`config.mk`:
```
export PLATFORM = sky130hd
export DESIGN_NAME = mux4_rr_arbiter
export DESIGN_NICKNAME = d
export VERILOG_FILES = /design/src/rtl/mux4_rr_arbiter.sv
export SDC_FILE = /design/constraint.sdc
export NUM_CORES = 1
export LEC_CHECK = 0
export CAP_MARGIN = 20
export CORE_MARGIN = 10
export CORE_UTILIZATION = 40
export DETAILED_ROUTE_END_ITERATION = 10
export DONT_BUFFER_PORTS = 1
export PLACE_DENSITY = 0.66
export SLEW_MARGIN = 20
export SYNTH_ARGS = -nofsm -noshare
export SYNTH_HDL_FRONTEND = slang
export SYNTH_SLANG_ARGS = --single-unit
```
`constraint.sdc`:
```
create_clock -name clk -period 1.99 [get_ports clk]
set_input_delay 0.2985 -clock clk [delete_from_list [all_inputs] [get_ports clk]]
set_output_delay 0.2985 -clock clk [all_outputs]
set_load 0.005 [all_outputs]
```
`src/rtl/mux4_rr_arbiter.sv`:
```
// Round-robin arbiter for four requesters feeding a one-entry registered output stage
// with a valid/ready handshake. Define MUX4_ARB_LOCK_EN to add the lock[3:0] burst-hold input.
module mux4_rr_arbiter #(
  parameter int WIDTH = 8
) (
  input  logic             clk,
  input  logic             rst_n,
  input  logic [3:0]       req,
  input  logic [WIDTH-1:0] din0,
  input  logic [WIDTH-1:0] din1,
  input  logic [WIDTH-1:0] din2,
  input  logic [WIDTH-1:0] din3,
  output logic [3:0]       gnt,
  output logic [1:0]       sel,
  output logic             out_valid,
  output logic [WIDTH-1:0] out_data,
  input  logic             out_ready
`ifdef MUX4_ARB_LOCK_EN
  ,
  input  logic [3:0]       lock
`endif
);

  typedef enum logic {
    ST_EMPTY = 1'b0,
    ST_FULL  = 1'b1
  } state_t;

  state_t           r_state;
  state_t           w_state_nxt;
  logic [1:0]       r_ptr;
  logic [1:0]       r_sel;
  logic [WIDTH-1:0] r_data;

  logic             w_load;
  logic [1:0]       w_c1;
  logic [1:0]       w_c2;
  logic [1:0]       w_c3;
  logic [1:0]       w_rr_win;
  logic [1:0]       w_win;
  logic [WIDTH-1:0] w_din;

  assign w_load = (|req) && ((r_state == ST_EMPTY) || out_ready);

  // Rotated priority: search starts just after the last winner; r_ptr itself is the
  // last candidate and is chosen only when nothing else requests.
  assign w_c1     = r_ptr + 2'd1;
  assign w_c2     = r_ptr + 2'd2;
  assign w_c3     = r_ptr + 2'd3;
  assign w_rr_win = req[w_c1] ? w_c1 :
                    req[w_c2] ? w_c2 :
                    req[w_c3] ? w_c3 : r_ptr;

`ifdef MUX4_ARB_LOCK_EN
  // A locked requester that owns the held word keeps the path for its next beat.
  assign w_win = ((r_state == ST_FULL) && req[r_sel] && lock[r_sel]) ? r_sel : w_rr_win;
`else
  assign w_win = w_rr_win;
`endif

  // Data select for the winning requester.
  always_comb begin
    w_din = din0;
    case (w_win)
      2'd0:    w_din = din0;
      2'd1:    w_din = din1;
      2'd2:    w_din = din2;
      2'd3:    w_din = din3;
      default: w_din = din0;
    endcase
  end

  // State register plus the captured word, its source index and the priority pointer.
  always_ff @(posedge clk) begin
    if (!rst_n) begin
      r_state <= ST_EMPTY;
      r_data  <= {WIDTH{1'b0}};
      r_sel   <= 2'd0;
      r_ptr   <= 2'd3;
    end else begin
      r_state <= w_state_nxt;
      if (w_load) begin
        r_data <= w_din;
        r_sel  <= w_win;
        r_ptr  <= w_win;
      end else begin
        r_data <= r_data;
        r_sel  <= r_sel;
        r_ptr  <= r_ptr;
      end
    end
  end

  // Next-state: a held word stays while the sink stalls or a new word replaces it.
  always_comb begin
    w_state_nxt = r_state;
    case (r_state)
      ST_EMPTY: w_state_nxt = w_load ? ST_FULL : ST_EMPTY;
      ST_FULL:  w_state_nxt = (out_ready && !(|req)) ? ST_EMPTY : ST_FULL;
      default:  w_state_nxt = ST_EMPTY;
    endcase
  end

  // Grant is combinational and forced low while reset is asserted.
  always_comb begin
    gnt = 4'b0000;
    if (rst_n && w_load) begin
      gnt = 4'b0001 << w_win;
    end else begin
      gnt = 4'b0000;
    end
  end

  assign out_valid = (r_state == ST_FULL);
  assign out_data  = r_data;
  assign sel       = r_sel;

endmodule
```
; ---- After elaboration in Yosys (flattened, before gate mapping)
; Cells that the tools add are included.
[totals]
regBits = 13
output_inout_bits = 15
wordCells = 36
[op_classes]
addsub = 3
muxes = 14
shift = 1
reduce_logical = 7
magnitude_cmp = 3
eq_ne = 3
bitwise = 1
[ops]
columns = operator, n
row1 = $pmux 8 s4, 1
row2 = $lt 2x3->1 const B, 3
row3 = $bmux 1 s2, 3
row4 = $mux 2, 3
row5 = $mux 1, 5
row6 = $add 2x2->2 const B, 2
row7 = $eq 2x2->1 const B, 2
row8 = $mux 4, 1
row9 = $reduce_or 4->1, 1
row10 = $shl 1x2->4 const A, 1
row11 = $logic_and 1x1->1, 3
row12 = $add 2x1->2 const B, 1
row13 = $eq 2x1->1 const B, 1
row14 = $logic_not 2->1, 1
row15 = $pmux 1 s2, 1
row16 = $logic_not 1->1, 1
row17 = $logic_or 1x1->1, 1
row18 = $not 1->1, 1

; ---- Depth between registers and ports, before layout
[depth]
ltp_word = 8
depth_mapped = 7
mapped_depth_nobuf = 5

; ---- Worst setup path after synthesis
; Ideal clock, no wire load.
[synth_path]
path_type = input-to-output
start = in req[3]
end = out gnt[0]
arrival_ps = 1328
path_buffers = 2
cell_stages = 5
setup_slack_ps = 364
path_cell_list = buf_4 -> or4_1 -> o22a_1 -> buf_2 -> nor2_1
[synth_via]
elab_chain_len = 7
[synth_lines]
columns = item, line_no
row1 = start: declaration, 8  ; input logic [3:0] req,
row2 = $bmux 1 s2, 52  ; req[w_c3] ? w_c3 : r_ptr;
row3 = $mux 1 (implied by the code), 52
row4 = $mux 2, 52
row5 = $mux 2, 51  ; req[w_c2] ? w_c2 :
row6 = $mux 2, 50  ; assign w_rr_win = req[w_c1] ? w_c1 :
row7 = $shl 1x2->4, 108  ; gnt = 4'b0001 << w_win;
row8 = $mux 4 *, 107  ; if (rst_n && w_load) begin
row9 = end: declaration, 13  ; output logic [3:0] gnt,
; Mark *: on every way between the ends. The rest lies on a longest branch, timed or not. The select of a mux whose other input is x is not followed.

; ---- Final worst setup path
[layout_path]
start = reg r_ptr[1]
end = out gnt[0]
[layout_via]
elab_chain_len = 8
[layout_lines]
columns = item, line_no
row1 = start: declaration, 31  ; logic [1:0] r_ptr;
row2 = start signal: assignment, 85  ; r_ptr <= w_win;
row3 = start signal: assignment, 89  ; r_ptr <= r_ptr;
row4 = $add 2x2->2, 49  ; assign w_c3 = r_ptr + 2'd3;
row5 = $bmux 1 s2, 52
row6 = $mux 1 (implied by the code), 52
row7 = $mux 2, 52
row8 = $mux 2, 51
row9 = $mux 2 *, 50
row10 = $shl 1x2->4 *, 108
row11 = $mux 4 *, 107
; Marked as above.

==> metrics.yaml <==
status:
  run_status: "complete, no violations"
clock_tree:
  clk_latency_ns: 0.28
  cts_buffers: 3
  cts_buffer_depth: 2
  clock_sinks: 13
  cts_setup_buffers: 0
  cts-htree-levels: 1
  cts_tree: "yes"
  root_buffer: "clkbuf_4"
  clk_pin_slew_ns: 0.08
timing:
  fin_worst_skew_ns: 0.00981
  max_freq_mhz: 525
  hold_slack_ns: 0.0944
  min_period_ns: 1.90
  tightest_slew_ns: 0.551
  setup_tns_ns: 0
  rsz0062_at_grt: "false"
  finalHoldViolCount: 0
  relSlewSlack_pct: 63.2
  setup_viol: 0
  final.period_utilization_pct: 95.7
  drv_slew: 0
yosys:
  synth_fp_nets: 145
  seq_area_frac_synth_pct: 29.3
  synth_edf_count: 0
  syn_area_per_cell_sq_um: 8.38
  synthCells: 106
  synth_top_flop_cell: "dfxtp_1"
  ys_seq_elements: 13
  yosysWarnings: 0
  synthesis.area_sq_um: 888
  synth_cell_types: 33
  async_flop_share_pct: 0
placement:
  port_buffers: 0
  gp_congestion: 0.801
  dpl.hpwl_mm: 2.23
layout:
  drive_gt1_share_pct: 17.6
  nFillCells: 246
  most-common-layout-cells: "nand2_1 (11), a21oi_1 (11), dfxtp_1 (11)"
  areaGrowthSynthToFinish_pct: 7.32
  final_nets: 148
  antenna_cells: 0
power:
  swShare_pct: 34.6
  switchingPower_uw: 256
  pwr-share-seq_pct: 45.2
  ir_drop_mv: 0.425
  leakage_uw: 0.000342
  p_per_area_mw_per_mm2: 774
  p_int_uw: 483
  pwr-share-comb_pct: 31.9
  pwr-share-clk_pct: 22.9
setup_path:
  crit_path_end_kind: "output port"
  critPathArrivalTime_ns: 1.61
  critPathKind: "reg -> out"
  required_ns: 1.69
  cp_top_family: "simple AND/OR/NAND/NOR gates"
  critPathBufInv: 0
  worstPathMaxFanout: 12
  slowest_delay_ns: 0.54
  worst_path_max_delay_cell: "or4_1"
  cp_cell_sequence: "or4_1 > o22a_4 > nor2_2"
  start_kind: "flop"
floorplanning:
  die_width_microns: 67.1
  ios: 54
  num_rows: 17
  die_h_microns: 67.1
  coreArea_sq_mm: 0.00217
  start_util_pct: 40.9
  dieArea_sq_mm: 0.00451
global_route:
  antenna_found_initial: 0
  grt_pass1_wl_mm: 4.26
  grt_pass1_vias: 853
  grtUsageTotal_pct: 12.1
  grt_max_degree: 18
  overflow: 0
drt:
  post_drt_wl_per_cell_microns: 20.8
  num_vias: 870
  drc: 0
  via_per_inst: 6.40
  drt_wl_total_mm: 2.83
  drt_iter0_drc: 70
  dr.pass1.iters: 5
  ant_nets: 0
job:
  cap_viol_max_count: 0
worst_hold_path:
  min_path_type: "in -> reg"
==> synth_stat cells (2+ instances only) <==
library cell  instances  area (sq um)
buf_4                 3          22.5
nand2b_1              4          25.0
o21ai_1               2          10.0
a221oi_1              8          70.1
nor2_1               10          37.5
dfxtp_1              13           260
nand2_1              11          41.3
buf_2                 2          10.0
nor3_1                2          10.0
o21ai_0               2          10.0
inv_1                 2          7.51
o221ai_1              8          70.1
buf_6                 2          22.5
a21oi_1              11          55.1
mux2i_1               8          80.1
==> state kept, by name (all words and copies together) (netlist names) <==
name       count
r_ptr          2
out_valid      1
sel            2
out_data       8
==> cells by family after synthesis <==
kind of cell | synth area share, %
buffers and inverters | 7.46
multiplexers | 9.01
AND/OR/NAND/NOR | 17.3
AO/OA/AOI/OAI | 36.9
flip-flops | 29.3
==> what timing repair did <==
item | 4_1_cts | 5_1_grt
hold buffers | 0 | 0
gates resized for setup | 2 | 5
endpoints found under the setup margin | 2 | 2
==> worst reg2reg max path: stages, from the launching register on <==
cell,delay (ns)
dfxtp_4,0.39
or4_1,0.54
o22a_4,0.28
o221ai_1,0.20
a221oi_1,0.11
==> layer usage <==
layer	up-vias	global-route usage, %	part of all wire [%]
met2	41	19.4	49
met3	4	6.20	12
met1	414	13.3	38
met4	0	4.62	0.71
li1	411	-	-
met5	-	0	0
==> final cells by class <==
type	instances	area (sq um)	area share [%]
Tap cell	28	35.0	3.67
Clock buffer	4	26.3	2.76
Inverter	3	11.3	1.18
Sequential cell	13	265	27.8
Timing Repair Buffer	5	37.5	3.94
Multi-Input combinational cell	83	578	60.6
==> power by group through the flow <==
stage          Sequential [uW]  Combinational, uW  Clock (uW)
2_1_floorplan              322                202           0
3_3_place_gp               336                223           0
3_5_place_dp               339                231           0
4_1_cts                    333                232         170
5_1_grt                    340                263         185
6_report                   334                235         169
==> through the flow <==
| step | area [sq um] | worst slack [ns] | total power, uW | std cells | utilization, % |
|---|---|---|---|---|---|
| after floorplan | 888 | 0.364 | 524 | 106 | - |
| after global placement | 906 | 0.249 | 560 | 132 | 41.8 |
| after detailed placement | 906 | 0.195 | 570 | 132 | 41.8 |
| after CTS | 935 | 0.00245 | 736 | 136 | 43.1 |
| after global routing | 953 | 0.00612 | 787 | 136 | 43.9 |
| final | 953 | 0.0864 | 738 | 136 | 43.9 |
==> path summary, 6_finish.rpt <==
path,end,from,slack (ns),cells past startpoint
max,gnt[0],r_ptr[1]$_SDFFE_PN1P_,0.09,3
min,r_ptr[1]$_SDFFE_PN1P_,rst_n,0.09,1
max reg2reg,out_data[6]$_SDFFE_PN0P_,r_ptr[1]$_SDFFE_PN1P_,0.37,4
min reg2reg,out_data[6]$_SDFFE_PN0P_,out_data[6]$_SDFFE_PN0P_,0.52,2
No activity file was read; power rests on OpenSTA's default activity.
